**src/rtl/rv32i_pkg.sv**
```systemverilog
// Shared RV32I pipeline types: ALU op codes, forward selects, ID/EX register layout.
// Latency: n/a (types and constants only).
// Backpressure: n/a.
package rv32i_pkg;

    localparam int XLEN = 32;
    localparam int REGW = 5;

    localparam logic [3:0] ALU_ADD  = 4'd0;
    localparam logic [3:0] ALU_SUB  = 4'd1;
    localparam logic [3:0] ALU_SLL  = 4'd2;
    localparam logic [3:0] ALU_SLT  = 4'd3;
    localparam logic [3:0] ALU_SLTU = 4'd4;
    localparam logic [3:0] ALU_XOR  = 4'd5;
    localparam logic [3:0] ALU_SRL  = 4'd6;
    localparam logic [3:0] ALU_SRA  = 4'd7;
    localparam logic [3:0] ALU_OR   = 4'd8;
    localparam logic [3:0] ALU_AND  = 4'd9;

    typedef enum logic [1:0] {
        FWD_REG = 2'd0,
        FWD_MEM = 2'd1,
        FWD_WB  = 2'd2
    } fwd_sel_e;

    typedef struct packed {
        logic              valid;
        logic [XLEN-1:0]   pc;
        logic [REGW-1:0]   rs1;
        logic [REGW-1:0]   rs2;
        logic [REGW-1:0]   rd;
        logic [XLEN-1:0]   rd1;
        logic [XLEN-1:0]   rd2;
        logic [XLEN-1:0]   imm;
        logic [3:0]        alu_control;
        logic              alu_src_a;
        logic              alu_src_b;
        logic              reg_write;
        logic              mem_read;
        logic              mem_write;
    } id_ex_t;

    // rd = 0 on a bubble keeps it invisible to both forwarding and load-use checks.
    function automatic id_ex_t id_ex_bubble();
        id_ex_t b;
        b             = '0;
        b.alu_control = ALU_ADD;
        return b;
    endfunction

endpackage

```
**src/rtl/forward_unit.sv**
```systemverilog
// Operand forward select for one source index; EX/MEM beats MEM/WB, x0 never forwards.
// Latency: combinational.
// Backpressure: none.
module forward_unit
    import rv32i_pkg::*;
(
    input  logic [4:0] i_src_idx,
    input  logic       i_mem_reg_write,
    input  logic [4:0] i_mem_rd,
    input  logic       i_wb_reg_write,
    input  logic [4:0] i_wb_rd,
    output logic [1:0] o_sel
);

    logic w_mem_hit;
    logic w_wb_hit;

    assign w_mem_hit = i_mem_reg_write && (i_mem_rd != 5'd0) && (i_mem_rd == i_src_idx);
    assign w_wb_hit  = i_wb_reg_write  && (i_wb_rd  != 5'd0) && (i_wb_rd  == i_src_idx);

    always_comb begin
        o_sel = FWD_REG;
        if (w_mem_hit) begin
            o_sel = FWD_MEM;
        end else if (w_wb_hit) begin
            o_sel = FWD_WB;
        end
    end

endmodule

```
**src/rtl/ex_operand_stage.sv**
```systemverilog
// ID/EX register with operand forwarding and load-use stall generation feeding the ALU.
// Latency: 1 cycle ID->EX; SrcA/SrcB/ex_store_data combinational from EX regs and MEM/WB.
// Backpressure: hold freezes EX; load-use raises stall_id and injects one bubble; flush wins.
module ex_operand_stage
    import rv32i_pkg::*;
(
    input  logic        clk,
    input  logic        rst_n,

    input  logic        id_valid,
    input  logic [31:0] id_pc,
    input  logic [4:0]  id_rs1,
    input  logic [4:0]  id_rs2,
    input  logic [4:0]  id_rd,
    input  logic [31:0] id_rd1,
    input  logic [31:0] id_rd2,
    input  logic [31:0] id_imm,
    input  logic [3:0]  id_alu_control,
    input  logic        id_alu_src_a,
    input  logic        id_alu_src_b,
    input  logic        id_reg_write,
    input  logic        id_mem_read,
    input  logic        id_mem_write,

    input  logic        mem_reg_write,
    input  logic [4:0]  mem_rd,
    input  logic [31:0] mem_result,

    input  logic        wb_reg_write,
    input  logic [4:0]  wb_rd,
    input  logic [31:0] wb_result,

    input  logic        hold,
    input  logic        flush,

    output logic [31:0] SrcA,
    output logic [31:0] SrcB,
    output logic [3:0]  ALUControl,
    output logic        ex_valid,
    output logic        ex_reg_write,
    output logic        ex_mem_read,
    output logic        ex_mem_write,
    output logic [4:0]  ex_rd,
    output logic [31:0] ex_store_data,
    output logic        stall_id
);

    id_ex_t      r_ex;
    id_ex_t      w_ex_next;
    id_ex_t      w_id_load;
    logic        w_stall;
    logic        w_src_match;
    logic [1:0]  w_sel_a;
    logic [1:0]  w_sel_b;
    logic [31:0] w_fwd_a;
    logic [31:0] w_fwd_b;

    always_comb begin
        w_id_load             = '0;
        w_id_load.valid       = id_valid;
        w_id_load.pc          = id_pc;
        w_id_load.rs1         = id_rs1;
        w_id_load.rs2         = id_rs2;
        w_id_load.rd          = id_rd;
        w_id_load.rd1         = id_rd1;
        w_id_load.rd2         = id_rd2;
        w_id_load.imm         = id_imm;
        w_id_load.alu_control = id_alu_control;
        w_id_load.alu_src_a   = id_alu_src_a;
        w_id_load.alu_src_b   = id_alu_src_b;
        w_id_load.reg_write   = id_reg_write;
        w_id_load.mem_read    = id_mem_read;
        w_id_load.mem_write   = id_mem_write;
    end

    // Conservative: rs2 is compared even when the consumer only reads rs1.
    assign w_src_match = (id_rs1 == r_ex.rd) || (id_rs2 == r_ex.rd);
    assign w_stall     = r_ex.valid && r_ex.mem_read && (r_ex.rd != 5'd0)
                         && id_valid && w_src_match && !flush;
    assign stall_id    = w_stall;

    always_comb begin
        w_ex_next = w_id_load;
        if (flush) begin
            w_ex_next = id_ex_bubble();
        end else if (hold) begin
            w_ex_next = r_ex;
        end else if (w_stall) begin
            w_ex_next = id_ex_bubble();
        end
    end

    always_ff @(posedge clk or negedge rst_n) begin
        if (!rst_n) begin
            r_ex <= id_ex_bubble();
        end else begin
            r_ex <= w_ex_next;
        end
    end

    forward_unit u_fwd_a (
        .i_src_idx       (r_ex.rs1),
        .i_mem_reg_write (mem_reg_write),
        .i_mem_rd        (mem_rd),
        .i_wb_reg_write  (wb_reg_write),
        .i_wb_rd         (wb_rd),
        .o_sel           (w_sel_a)
    );

    forward_unit u_fwd_b (
        .i_src_idx       (r_ex.rs2),
        .i_mem_reg_write (mem_reg_write),
        .i_mem_rd        (mem_rd),
        .i_wb_reg_write  (wb_reg_write),
        .i_wb_rd         (wb_rd),
        .o_sel           (w_sel_b)
    );

    always_comb begin
        w_fwd_a = r_ex.rd1;
        case (w_sel_a)
            FWD_MEM: w_fwd_a = mem_result;
            FWD_WB:  w_fwd_a = wb_result;
            default: w_fwd_a = r_ex.rd1;
        endcase
    end

    always_comb begin
        w_fwd_b = r_ex.rd2;
        case (w_sel_b)
            FWD_MEM: w_fwd_b = mem_result;
            FWD_WB:  w_fwd_b = wb_result;
            default: w_fwd_b = r_ex.rd2;
        endcase
    end

    // Store data always takes the forwarded rs2, even when SrcB is the immediate.
    assign SrcA          = r_ex.alu_src_a ? r_ex.pc  : w_fwd_a;
    assign SrcB          = r_ex.alu_src_b ? r_ex.imm : w_fwd_b;
    assign ex_store_data = w_fwd_b;

    assign ALUControl    = r_ex.alu_control;
    assign ex_valid      = r_ex.valid;
    assign ex_reg_write  = r_ex.reg_write;
    assign ex_mem_read   = r_ex.mem_read;
    assign ex_mem_write  = r_ex.mem_write;
    assign ex_rd         = r_ex.rd;

endmodule

```
**config.mk**
```make
export PLATFORM = sky130hd
export DESIGN_NAME = ex_operand_stage
export DESIGN_NICKNAME = d
export VERILOG_FILES = /design/src/rtl/rv32i_pkg.sv /design/src/rtl/forward_unit.sv /design/src/rtl/ex_operand_stage.sv
export SDC_FILE = /design/constraint.sdc
export NUM_CORES = 1
export LEC_CHECK = 0
export ABC_AREA = 1
export CAP_MARGIN = 5
export CORE_MARGIN = 5
export CORE_UTILIZATION = 46
export DETAILED_ROUTE_END_ITERATION = 8
export HOLD_SLACK_MARGIN = 0.05
export PLACE_DENSITY = 0.93
export SYNTH_ARGS = -nofsm -noshare
export SYNTH_HDL_FRONTEND = slang
export SYNTH_SLANG_ARGS = --single-unit
```
**constraint.sdc**
```tcl
create_clock -name clk -period 2.01 [get_ports clk]
set_input_delay 0.402 -clock clk [delete_from_list [all_inputs] [get_ports clk]]
set_output_delay 0.402 -clock clk [all_outputs]
set_load 0.1 [all_outputs]
```
==> key figures, run 1 <==
Logic synthesis
  • Post-synthesis compound-gate area fraction: 0.429%
  • Ys Warns: 0
  • Post-Synth Adder-Cell Area: 0%
  • Synth Cell Area: 9330 µm²
  • Post-synthesis simple-gate area fraction: between 40% and 50%
  • Post-Syn Nets: 1,581
  • Post-synth top area share: 41.0%
  • Multiplexer share of the synthesized area: 0%
  • Dominant cells by area after synthesis: dfrtp_1 41%, nand2_1 20%, nand3_1 20%
  • Unique masters post-synth: 27
  • Largest family of logic cells by synthesized area: simple AND/OR/NAND/NOR gates
  • Yosys reg bits: 153
  • Post-synth top area cell: dfrtp_1
  • Synth Area in XOR/XNOR: 1.97%
  • Mean Syn Cell Area: 6.92 µm²
  • Syn Inst Count: 1,348
  • Seq/Total Area, Yosys: 41.0%

CTS
  • CTS root buf: clkbuf_16
  • Clock Path Buffers: 2
  • CTS Buf Count: 17
  • TritonCTS Sinks: ~150
  • H-tree levels: 4

Floorplanning
  • Row Count: 52
  • Starting density of the core: 46.4%
  • Width of the chip: 152 µm
  • # IOs: 343
  • Die Y: 152 µm

Outcome
  • Error: [ERROR GRT-0232] Routing congestion too high. Check the congestion heatmap in the GUI.
  • Stop stage: 5_1_grt
  • Status: stopped before the end

Placement
  • Detailed Place HPWL: 33.3 mm
  • IO buf count: 342
  • Final GP Congestion: 0.924

Timing
  • Grt repair worst endpoint: SrcB[22]
  • Worst_ep kind: top-level output

Global routing
  • Largest net degree at the start of global routing: 69
  • Grt total ovfl: 742
  • Total GRT Usage: 90.4%
==> synthesized netlist by cell type, drive strengths merged <==
| cell type | count |
|---|---|
| nand2 | 498 |
| nand3 | 381 |
| xor2 | 9 |
| clkbuf | 43 |
| buf | 66 |
| nand3b | 1 |
| dfrtp | 153 |
| xnor2 | 12 |
| nand4 | 33 |
| clkinv | 1 |
| nor2 | 18 |
| nor2b | 1 |
| o21ai | 5 |
| a21oi | 3 |
| or2 | 32 |
| nor3 | 3 |
| inv | 89 |
==> cells by family after synthesis <==
kind of cell,after synthesis
XOR/XNOR,21
buffers and inverters,199
flip-flops,153
AO/OA/AOI/OAI,8
AND/OR/NAND/NOR,967
==> per-layer routing <==
layer  GRT usage [%]  overflow
met1            85.4         5
met2             104       434
met3            79.2        16
met4             101       284
met5            41.8         3
==> stage by stage <==
step	instances	instance area (µm²)	hold WS (ns)	worst slack [ns]
3_5_place_dp	1967	16400	0.220	-0.863
4_1_cts	2021	18000	0.353	-0.768
2_1_floorplan	1348	10900	0.106	-0.262
3_3_place_gp	1967	16400	0.215	-0.771
==> repair_timing <==
| item | CTS |
|---|---|
| setup endpoints to repair | 97 |
| cloned | 10 |
| gates resized for setup | 160 |
| hold endpoints to repair | 55 |
| buffers inserted | 11 |
| pin swaps | 34 |
| hold buffers | 1 |
==> run 2: changes to the inputs <==
--- a/config.mk
+++ b/config.mk
@@ -8,10 +8,9 @@
 export ABC_AREA = 1
 export CAP_MARGIN = 5
 export CORE_MARGIN = 5
-export CORE_UTILIZATION = 46
+export CORE_UTILIZATION = 40
 export DETAILED_ROUTE_END_ITERATION = 8
-export HOLD_SLACK_MARGIN = 0.05
-export PLACE_DENSITY = 0.93
+export PLACE_DENSITY_LB_ADDON = 0.15
 export SYNTH_ARGS = -nofsm -noshare
 export SYNTH_HDL_FRONTEND = slang
 export SYNTH_SLANG_ARGS = --single-unit
==> key figures, run 2 <==
Placement
  • Pre-CTS setup slack: -0.799 ns (+0.0637 ns)
  • Final GP Congestion: 0.957 (+3.5%)
  • IO buf count: 342 (unchanged)
  • Detailed Place HPWL: 30.1 mm (-9.5%)

Logic synthesis
  • Yosys reg bits: 153 (unchanged)
  • Synth Flop Type: dfrtp_1
  • Syn Inst Count: 1,348 (unchanged)
  • Multiplexer share of the synthesized area: 0% (unchanged)
  • Ys Warns: 0 (unchanged)
  • Async SR Flop Fraction: 100% (unchanged)
  • Dominant cells by area after synthesis: dfrtp_1 41%, nand2_1 20%, nand3_1 20%
  • Unique masters post-synth: 27 (unchanged)
  • Post-Synth Adder-Cell Area: 0% (unchanged)
  • Post-Syn Nets: 1,581 (unchanged)
  • Post-synthesis simple-gate area fraction: 47.3% (unchanged)
  • Seq/Total Area, Yosys: 41.0% (unchanged)
  • Synth Area in XOR/XNOR: 1.97% (unchanged)
  • Synth cell count leaders: 495 x nand2_1, 364 x nand3_1, 153 x dfrtp_1
  • Post-synth top area share: 41.0% (unchanged)
  • Count leader, synth: nand2_1
  • EDFF count, synth: 0 (unchanged)
  • Largest family of logic cells by synthesized area: simple AND/OR/NAND/NOR gates
  • Post-synthesis compound-gate area fraction: 0.429% (unchanged)
  • Mean Syn Cell Area: 6.92 µm² (unchanged)
  • Post-synth top area cell: dfrtp_1
  • Synth Cell Area: 9330 µm² (unchanged)

Cells and area
  • Commonest non-fill, non-tap cell in the layout: nand2_1
  • Most frequent cells in the layout: 390 x nand2_1, 221 x clkdlybuf4s50_1, 194 x nand3_1, 143 x dfrtp_1, 139 x buf_12
  • Final net count: 2,005
  • Area delta synth->final: 107%
  • Max FFs per register: 140
  • Fin util: 84.6%
  • Layout cell share with drive strength beyond 1: ~40%
  • Layout fillers: approximately 1,200
  • Largest reg by FF count: r_ex

Drt
  • DRT antenna net count: 0
  • DR WL/cell: 23.1 µm
  • Vias: about 12,000
  • Detailed Routing Iterations Pass 1: 8
  • Post-route DRC violation count: 0
  • Vias per cell: about 5.7
  • DR iter-0 viols: 1,177
  • Routed WL: between 40 and 50 mm

Global routing
  • Total GRT Usage: 33.2%
  • Antenna violations before repair: 4
  • Grt total ovfl: 0
  • Largest net degree at the start of global routing: 45
  • Vias in the first global route: 12,000
  • Global-route wire length before repair: 68.4 mm

Timing
  • Unrepaired setup endpoints after global routing: true
  • WHS: 0.446 ns
  • Max_slew headroom: 70.7%
  • Worst-Margin Slew: 0.439 ns
  • Endpoints failing setup: 97
  • Final critical-path share of the clock period: 141%
  • Final hold vios: 0
  • Clk_skew: 0.0121 ns
  • Setup_tns: -75.15 ns
  • Fin crit period: 2.84 ns
  • Fin. max-slew vios: 0
  • Setup ws final: -0.832 ns
  • Max Clk Rate: between 0.3 and 0.4 GHz

CTS
  • CTS tree: yes
  • CTS root buf: clkbuf_16
  • H-tree levels: 4 (unchanged)
  • Register clock-pin slew on the reported worst setup and hold paths: about 0.07 ns
  • Worst skew pair latency: 0.43 ns
  • CTS Buf Count: 17 (unchanged)
  • TritonCTS Sinks: 153 (unchanged)
  • Clock Path Buffers: 2 (unchanged)

Pwr
  • Lkg Pwr: 8.84 nW
  • Final Power: 0.0118 W
  • Peak VDD IR: 0.000464 V
  • Cell Pwr Density: 610 nW/µm²

Floorplanning
  • Width of the chip: 163 µm (+6.8%)
  • Row Count: 55 (+5.8%)
  • Die Y: 163 µm (+6.8%)
  • Core Box Area: roughly 23,000 µm²
  • Die area: 26,500 µm²
  • # IOs: 343 (unchanged)
  • Starting density of the core: 41.0% (-5.4 points)

Outcome
  • Status: finished with violations
  • Failing checks: setup timing

Worst hold path
  • Hold Path Class: input pin to asynchronous set/reset pin

Critical path
  • Worst Path Required: 1.61 ns
  • Critical Path Start Type: flip-flop
  • Worst-path maximum fanout: 6
  • CP endpoint kind: primary output
  • Crit Path Class: flip-flop to primary output
  • WP data arrival: 2.44 ns

Job
  • Max-cap violations: 0
==> run 2: routing by layer <==
layer	track usage [%]	up-vias	wire length (µm)
met5	0	-	20
met4	12.5	4	2480
met3	9.59	183	4780
met2	57.3	743	23900
met1	39.2	5816	17500
li1	-	5217	-
==> run 2: layout make-up <==
| class | count | area, µm² | area share, % |
|---|---|---|---|
| antenna | 6 | 15.0 | 0.0779 |
| inverter | 90 | 465 | 2.41 |
| timing repair buffer | 514 | 6790 | 35.2 |
| tap | 313 | 392 | 2.03 |
| sequential | 153 | 3840 | 19.9 |
| clock buffer | 19 | 443 | 2.30 |
| multi-input combinational | 996 | 7170 | 37.2 |
| clock inverter | 12 | 165 | 0.857 |
==> run 2: per-stage QoR <==
stage / std cells / instance area [µm²]
6_report: 2103 / 19300
5_1_grt: 2099 / 19300
4_1_cts: 2078 / 18500
3_5_place_dp: 2003 / 16300
3_3_place_gp: 2003 / 16300
2_1_floorplan: 1348 / 10900
==> run 2: cells by family (layout without fill, tap and decap cells) <==
| group | after synthesis | count (layout) |
|---|---|---|
| compound gates | 8 | 8 |
| xor+xnor | 21 | 21 |
| buf+inv | 199 | 635 |
| flops | 153 | 153 |
| other cells | 0 | 6 |
| simple gates | 967 | 967 |
==> run 2: power breakdown <==
group	internal, W	leakage (nW)	switching, W	total (W)
Clock	0.00200	0.287	0.00147	0.00347
Sequential	0.00325	2.02	0.000144	0.00340
Combinational	0.00195	6.53	0.00294	0.00489
==> run 2: worst paths after layout <==
kind | from | to | slack, ns | cells past startpoint
min reg2reg | r_ex[141]$_DFFE_PN0P_ | r_ex[141]$_DFFE_PN0P_ | 0.48 | 2
max reg2reg | ex_rd[0]$_DFFE_PN0P_ | r_ex[78]$_DFFE_PN0P_ | 0.11 | 10
min | rst_n | r_ex[135]$_DFFE_PN0P_ | 0.45 | 2
max in group asynchronous | rst_n | r_ex[142]$_DFFE_PN0P_ | 0.89 | 3
max | r_ex[110]$_DFFE_PN0P_ | SrcB[18] | -0.83 | 12
min in group clk | r_ex[141]$_DFFE_PN0P_ | r_ex[141]$_DFFE_PN0P_ | 0.48 | 2
==> run 2: repair_timing <==
action / CTS / global route
endpoints found under the setup margin: 97 / 97
gates cloned: 14 / 7
setup buffers: 30 / 13
pin swaps: 39 / 108
endpoints found under the hold margin: 29 / 0
hold buffers: 1 / 0
resized for setup: 221 / 103
==> run 2: worst max-delay path, cell delays in order (launching register included) <==
cell and delay [ns]:
dfrtp_1 0.41, buf_6 0.13, xnor2_2 0.12, nand2_2 0.08, nor2_4 0.19, nand3_4 0.18, buf_12 0.20, clkbuf_16 0.18
nand3_4 0.09, nand3_4 0.10, nand2_4 0.11, nand2_8 0.05, buf_12 0.16
(Power assumes the default switching activity.)
